## config.mk

```make
export PLATFORM = sky130hd
export DESIGN_NAME = pipe_stage_elastic_flat
export DESIGN_NICKNAME = d
export VERILOG_FILES = /design/src/rtl/pipe_stage_elastic_if.sv /design/src/rtl/pipe_stage_elastic.sv /design/src/flat_wrapper.sv
export SDC_FILE = /design/constraint.sdc
export NUM_CORES = 1
export LEC_CHECK = 0
export ABC_AREA = 0
export CORE_MARGIN = 8
export CORE_UTILIZATION = 47
export CTS_CLUSTER_DIAMETER = 150
export CTS_CLUSTER_SIZE = 12
export DETAILED_ROUTE_END_ITERATION = 8
export HOLD_SLACK_MARGIN = 0.05
export PLACE_DENSITY = 0.9
export SYNTH_ARGS = -nofsm -noshare
export SYNTH_HDL_FRONTEND = slang
export SYNTH_SLANG_ARGS = --single-unit
export TNS_END_PERCENT = 1
```

## constraint.sdc

```tcl
create_clock -name clk -period 2.7 [get_ports clk]
set_input_delay 0.405 -clock clk [delete_from_list [all_inputs] [get_ports clk]]
set_output_delay 0.405 -clock clk [all_outputs]
set_load 0.005 [all_outputs]
```

## src/rtl/pipe_stage_elastic_if.sv

```systemverilog
// Handshake bundle for one elastic pipeline stage.
// The stage itself connects through the slave modport.
// Whatever drives and consumes the stage connects through the master modport.
interface pipe_stage_elastic_if #(
    parameter int WIDTH = 32,
    parameter int DEPTH = 2
);
    localparam int CNT_W = $clog2(DEPTH + 1);

    logic             in_valid;
    logic             in_ready;
    logic [WIDTH-1:0] in_data;
    logic             out_valid;
    logic             out_ready;
    logic [WIDTH-1:0] out_data;
    logic             flush;
    logic [CNT_W-1:0] count;

    modport slave (
        input  in_valid, in_data, out_ready, flush,
        output in_ready, out_valid, out_data, count
    );

    modport master (
        output in_valid, in_data, out_ready, flush,
        input  in_ready, out_valid, out_data, count
    );
endinterface

```

## src/rtl/pipe_stage_elastic.sv

```systemverilog
// Elastic pipeline register: a DEPTH-entry in-order buffer for an opaque
// WIDTH-bit stage payload.
// It uses valid/ready on both sides and a synchronous flush for squashing.
// While the stage is empty it drives the BUBBLE (NOP) payload.
// All outputs come from registered state only. There is no combinational
// path from in_data or out_ready to any output.
module pipe_stage_elastic #(
    parameter int               WIDTH  = 32,
    parameter int               DEPTH  = 2,
    parameter logic [WIDTH-1:0] BUBBLE = '0
) (
    input logic                 clk,
    input logic                 rst,
    pipe_stage_elastic_if.slave bus
);
    localparam int               PTR_W    = (DEPTH > 1) ? $clog2(DEPTH) : 1;
    localparam int               CNT_W    = $clog2(DEPTH + 1);
    localparam logic [PTR_W-1:0] LAST_PTR = PTR_W'(DEPTH - 1);
    localparam logic [CNT_W-1:0] FULL_CNT = CNT_W'(DEPTH);

    logic [WIDTH-1:0] mem [DEPTH];
    logic [PTR_W-1:0] rd_ptr;
    logic [PTR_W-1:0] wr_ptr;
    logic [CNT_W-1:0] count_r;
    logic             full;
    logic             empty;
    logic             push;
    logic             pop;

    // Readiness depends only on occupancy.
    // As a result, a full stage refuses a push even in a cycle where it pops.
    assign full  = (count_r == FULL_CNT);
    assign empty = (count_r == '0);

    // A flush or a reset discards any handshake offered in the same cycle.
    assign push = !rst && !bus.flush && bus.in_valid && !full;
    assign pop  = !rst && !bus.flush && bus.out_ready && !empty;

    // Pointers wrap explicitly, so DEPTH does not need to be a power of two.
    function automatic logic [PTR_W-1:0] next_ptr(input logic [PTR_W-1:0] p);
        return (p == LAST_PTR) ? '0 : p + 1'b1;
    endfunction

    // Pointer and occupancy bookkeeping; reset wins over flush, flush over traffic
    always_ff @(posedge clk) begin
        if (rst || bus.flush) begin
            rd_ptr  <= '0;
            wr_ptr  <= '0;
            count_r <= '0;
        end else begin
            if (push) begin
                wr_ptr <= next_ptr(wr_ptr);
            end
            if (pop) begin
                rd_ptr <= next_ptr(rd_ptr);
            end
            case ({push, pop})
                2'b10:   count_r <= count_r + 1'b1;
                2'b01:   count_r <= count_r - 1'b1;
                default: count_r <= count_r;
            endcase
        end
    end

    // Payload storage is written only on an accepted push and is never cleared
    always_ff @(posedge clk) begin
        if (push) begin
            mem[wr_ptr] <= bus.in_data;
        end
    end

    assign bus.in_ready  = !full;
    assign bus.out_valid = !empty;
    assign bus.out_data  = empty ? BUBBLE : mem[rd_ptr];
    assign bus.count     = count_r;

`ifndef SYNTHESIS
    // Occupancy never exceeds the number of entries
    a_count_bound: assert property (@(posedge clk) disable iff (rst)
        count_r <= FULL_CNT);

    // An empty stage always presents the bubble payload
    a_bubble_when_empty: assert property (@(posedge clk) disable iff (rst)
        !bus.out_valid |-> bus.out_data == BUBBLE);

    // A push offered while full must not change occupancy unless a pop happens
    a_no_silent_push: assert property (@(posedge clk) disable iff (rst)
        (bus.in_valid && full && !pop && !bus.flush) |=> count_r == FULL_CNT);
`endif
endmodule

```

## src/flat_wrapper.sv

```systemverilog
// flat-port wrapper written by rule: the top's interface ports become plain ports
module pipe_stage_elastic_flat 
#(
    parameter int               WIDTH  = 32,
    parameter int               DEPTH  = 2,
    parameter logic [WIDTH-1:0] BUBBLE = '0
)
  (clk, rst, bus_in_valid, bus_in_data, bus_out_ready, bus_flush, bus_in_ready, bus_out_valid, bus_out_data, bus_count);
  pipe_stage_elastic_if #(.WIDTH(WIDTH), .DEPTH(DEPTH)) bus_i ();
  input logic clk;
  input logic rst;
  input wire logic [$bits(bus_i.in_valid)-1:0] bus_in_valid;
  input wire logic [$bits(bus_i.in_data)-1:0] bus_in_data;
  input wire logic [$bits(bus_i.out_ready)-1:0] bus_out_ready;
  input wire logic [$bits(bus_i.flush)-1:0] bus_flush;
  output wire logic [$bits(bus_i.in_ready)-1:0] bus_in_ready;
  output wire logic [$bits(bus_i.out_valid)-1:0] bus_out_valid;
  output wire logic [$bits(bus_i.out_data)-1:0] bus_out_data;
  output wire logic [$bits(bus_i.count)-1:0] bus_count;
  assign bus_i.in_valid = bus_in_valid;
  assign bus_i.in_data = bus_in_data;
  assign bus_i.out_ready = bus_out_ready;
  assign bus_i.flush = bus_flush;
  assign bus_in_ready = bus_i.in_ready;
  assign bus_out_valid = bus_i.out_valid;
  assign bus_out_data = bus_i.out_data;
  assign bus_count = bus_i.count;
  pipe_stage_elastic #(.WIDTH(WIDTH), .DEPTH(DEPTH), .BUBBLE(BUBBLE)) u_core (.clk(clk), .rst(rst), .bus(bus_i));
endmodule
```

==> summary.md <==
| Metric | Value |
|---|---|
| CP Launch Type | register |
| Gate Count Post-Synth | approximately 170 |
| Number of buffers added on ports | between 70 and 80 |
| VDD IR-drop max | 0.386 mV |
| Placeable core region | around 0.0055 sq mm |
| Clk_lat worst skew | 0.33 ns |
| Hold depth | 2 |
| Post-cts resize count | 0 |
| Slew HR | 0.708 |
| Cell taking the most area after synthesis | edfxtp_1 |
| Ys Warns | 0 |
| Maxcap violations | 0 |
| Sink Count | between 60 and 70 |
| DR iter-0 viols | a little over 60 |
| Routed vias/inst | just under 5 |
| Clk pin slew, worst setup/hold paths | around 0.070 ns |
| Least-Margin Pin Slew | about 0.44 ns |
| Root Buffer | clkbuf_8 |
| WL per Instance | roughly 15 um |
| Sequential area share after synthesis | 0.766 |
| Fin crit share | 0.802 |
| DP Area | approximately 0.0035 sq mm |
| Total CTS buffers | 9 |
| Crit Path Class | register to primary output |
| Pre-antenna DRT Iters | 4 |
| Cell variety after synth | 18 |
| Final Wtd Congestion | about 0.67 |
| Crit path arrival time | about 1.8 ns |
| Die Span Y | between 90 and 100 um |
| Fmax | ~0.46 GHz |
| CTS Buffer Depth | 2 |
| LEAKAGE | between 1 and 1.5 nW |
| Antenna violations before repair | 0 |
| Setup violators final | 0 |
| RSZ-0062 raised after global routing | no |
| DRT Wirelength | a little under 5000 um |
| Std-Cell Rows | 27 |
| Setup TNS | 0 ns |
| Total setup buffers inserted after CTS | 0 |
| Syn Area/Cell | 16.0 sq um |
| Critical-path maximum fanout | 33 |
| Crit end category | primary output |
| Clock skew | between 0.01 and 0.015 ns |
| Chip width | approximately 91 um |
| Area delta synth->final | 37.1% |
| Status | completed |
| Max Slew Vio Count | 0 |
| First-pass GRT wire length | approximately 7700 um |
| Share of layout cells above drive strength 1 | 0.0960 |
| Post-layout instance area | roughly 0.0036 sq mm |
| Ranking of synthesized cells by area | edfxtp_1 (73%), mux2i_1 (12%), nor2_1 (5.7%), dfxtp_1 (3.8%), buf_4 (0.85%) |
| Mapped Nets | between 200 and 250 |
| Min Tclk post-route | 2.16 ns |
| Largest net degree at the start of global routing | 34 |
| CTS tree | built |
| Hold_buf cts | 0 |
| H-tree levels | 3 |
| Final hold viol count | 0 |
| Critical path required time | 2.30 ns |
| Final nets | 283 |
| Dpl hpwl | 3400 um |
| Area share of the largest cell type after synthesis | 0.728 |
| Post-route DRC violation count | 0 |
| Internal reg-to-reg setup slack | roughly 0.85 ns |
| Hold WC Path Type | register to register |
| I/O Pins | 73 |
| Tot Pwr | roughly 2.0 mW |
| All-layer global routing usage | 0.123 |
| Ant diodes | 0 |
| R2R cell count | 5 |
| Final ANT Viol Nets | 0 |
| Synth Cell Area | 0.00264 sq mm |
| Vias in the first global route | approximately 1700 |
| Vias | 1546 |
| Full die area | between 0.008 and 0.009 sq mm |
| Synth Register Bits | 69 |
| GR Overflow Total | 0 |
| Initial Util | 0.483 |
| P per Cell Area | 548 mW/mm^2 |
-- cell usage in the layout, fill, tap and decap left out, types with 2 or more instances in the layout --
master / count
xor2_1: 2
mux2i_1: 32
o21ai_0: 2
a21oi_1: 2
clkbuf_8: 9
inv_1: 2
buf_4: 5
clkdlybuf4s50_1: 72
nor2_4: 2
nand3_1: 2
edfxtp_1: 64
clkinv_2: 4
nor2_1: 37
dfxtp_1: 4
clkbuf_1: 2
-- registers in the layout (all words and copies together), names as in the netlist, named ones only --
name and count:
u_core.mem 64, u_core.bus.count 2, u_core.rd_ptr 1, u_core.wr_ptr 1
-- cell families (layout without fill, tap and decap cells) --
logic type | count (synthesis) | in the layout | synth area share
DFF | 69 | 69 | 0.766
xor gates and xnor gates | 3 | 3 | 0.00995
buffers and inverters | 10 | 95 | 0.0204
adders and majority gates | 1 | 1 | 0.00474
muxes | 32 | 32 | 0.121
AOI/OAI and AO/OA | 5 | 5 | 0.0104
and+or+nand+nor | 45 | 45 | 0.0677
-- path summary, 6_finish.rpt --
| path | startpoint | to |
|---|---|---|
| worst max-delay path | u_core.bus.count[0]$_SDFFE_PP0P_ | bus_out_data[13] |
| worst min-delay path | u_core.rd_ptr$_SDFFE_PP0P_ | u_core.rd_ptr$_SDFFE_PP0P_ |
| worst max register to register | u_core.bus.count[0]$_SDFFE_PP0P_ | u_core.bus.count[1]$_SDFFE_PP0P_ |
| worst min register to register | u_core.rd_ptr$_SDFFE_PP0P_ | u_core.rd_ptr$_SDFFE_PP0P_ |
-- metrics by stage --
stage          setup WS [ns]  hold WS [ns]  utilization  std cells
2_1_floorplan          0.169         0.472            -        165
3_3_place_gp           0.620         0.506        0.633        306
3_5_place_dp           0.542         0.517        0.633        306
4_1_cts                0.491         0.533        0.662        322
5_1_grt                0.406         0.567        0.662        322
6_report               0.535         0.532        0.662        322
-- metal layers --
layer / global-route usage / up-vias / share of wire
li1: - / 756 / -
met1: 0.115 / 735 / 0.37
met2: 0.213 / 48 / 0.54
met3: 0.0650 / 7 / 0.079
met4: 0.0614 / 0 / 0.015
met5: 0 / - / 0
-- layout make-up --
cell class	count	area [sq um]
Inverter	2	7.51
Tap cell	72	90.1
Clock buffer	11	131
Timing Repair Buffer	77	758
Sequential cell	69	2020
Multi-Input combinational cell	86	583
Clock inverter	5	27.5
Fill cell	416	1850
-- Yosys cell counts, drive strengths merged --
| cell | count |
|---|---|
| a21o | 1 |
| a21oi | 2 |
| buf | 7 |
| clkbuf | 1 |
| dfxtp | 5 |
| edfxtp | 64 |
| ha | 1 |
| inv | 2 |
| mux2i | 32 |
| nand2b | 1 |
| nand3 | 2 |
| nor2 | 40 |
| o21ai | 2 |
| or2 | 1 |
| or3 | 1 |
| xnor2 | 1 |
| xor2 | 2 |
-- power breakdown --
part	switching, mW	internal (mW)
Combinational	0.0441	0.0716
Clock	0.348	0.327
Sequential	0.00573	1.19
-- worst max-delay path, stage by stage (launching register included) --
cell,delay (ns)
dfxtp_1,0.45
nor2_2,0.05
buf_4,0.24
nor2_1,0.17
clkdlybuf4s50_1,0.52
(Power assumes the default switching activity.)
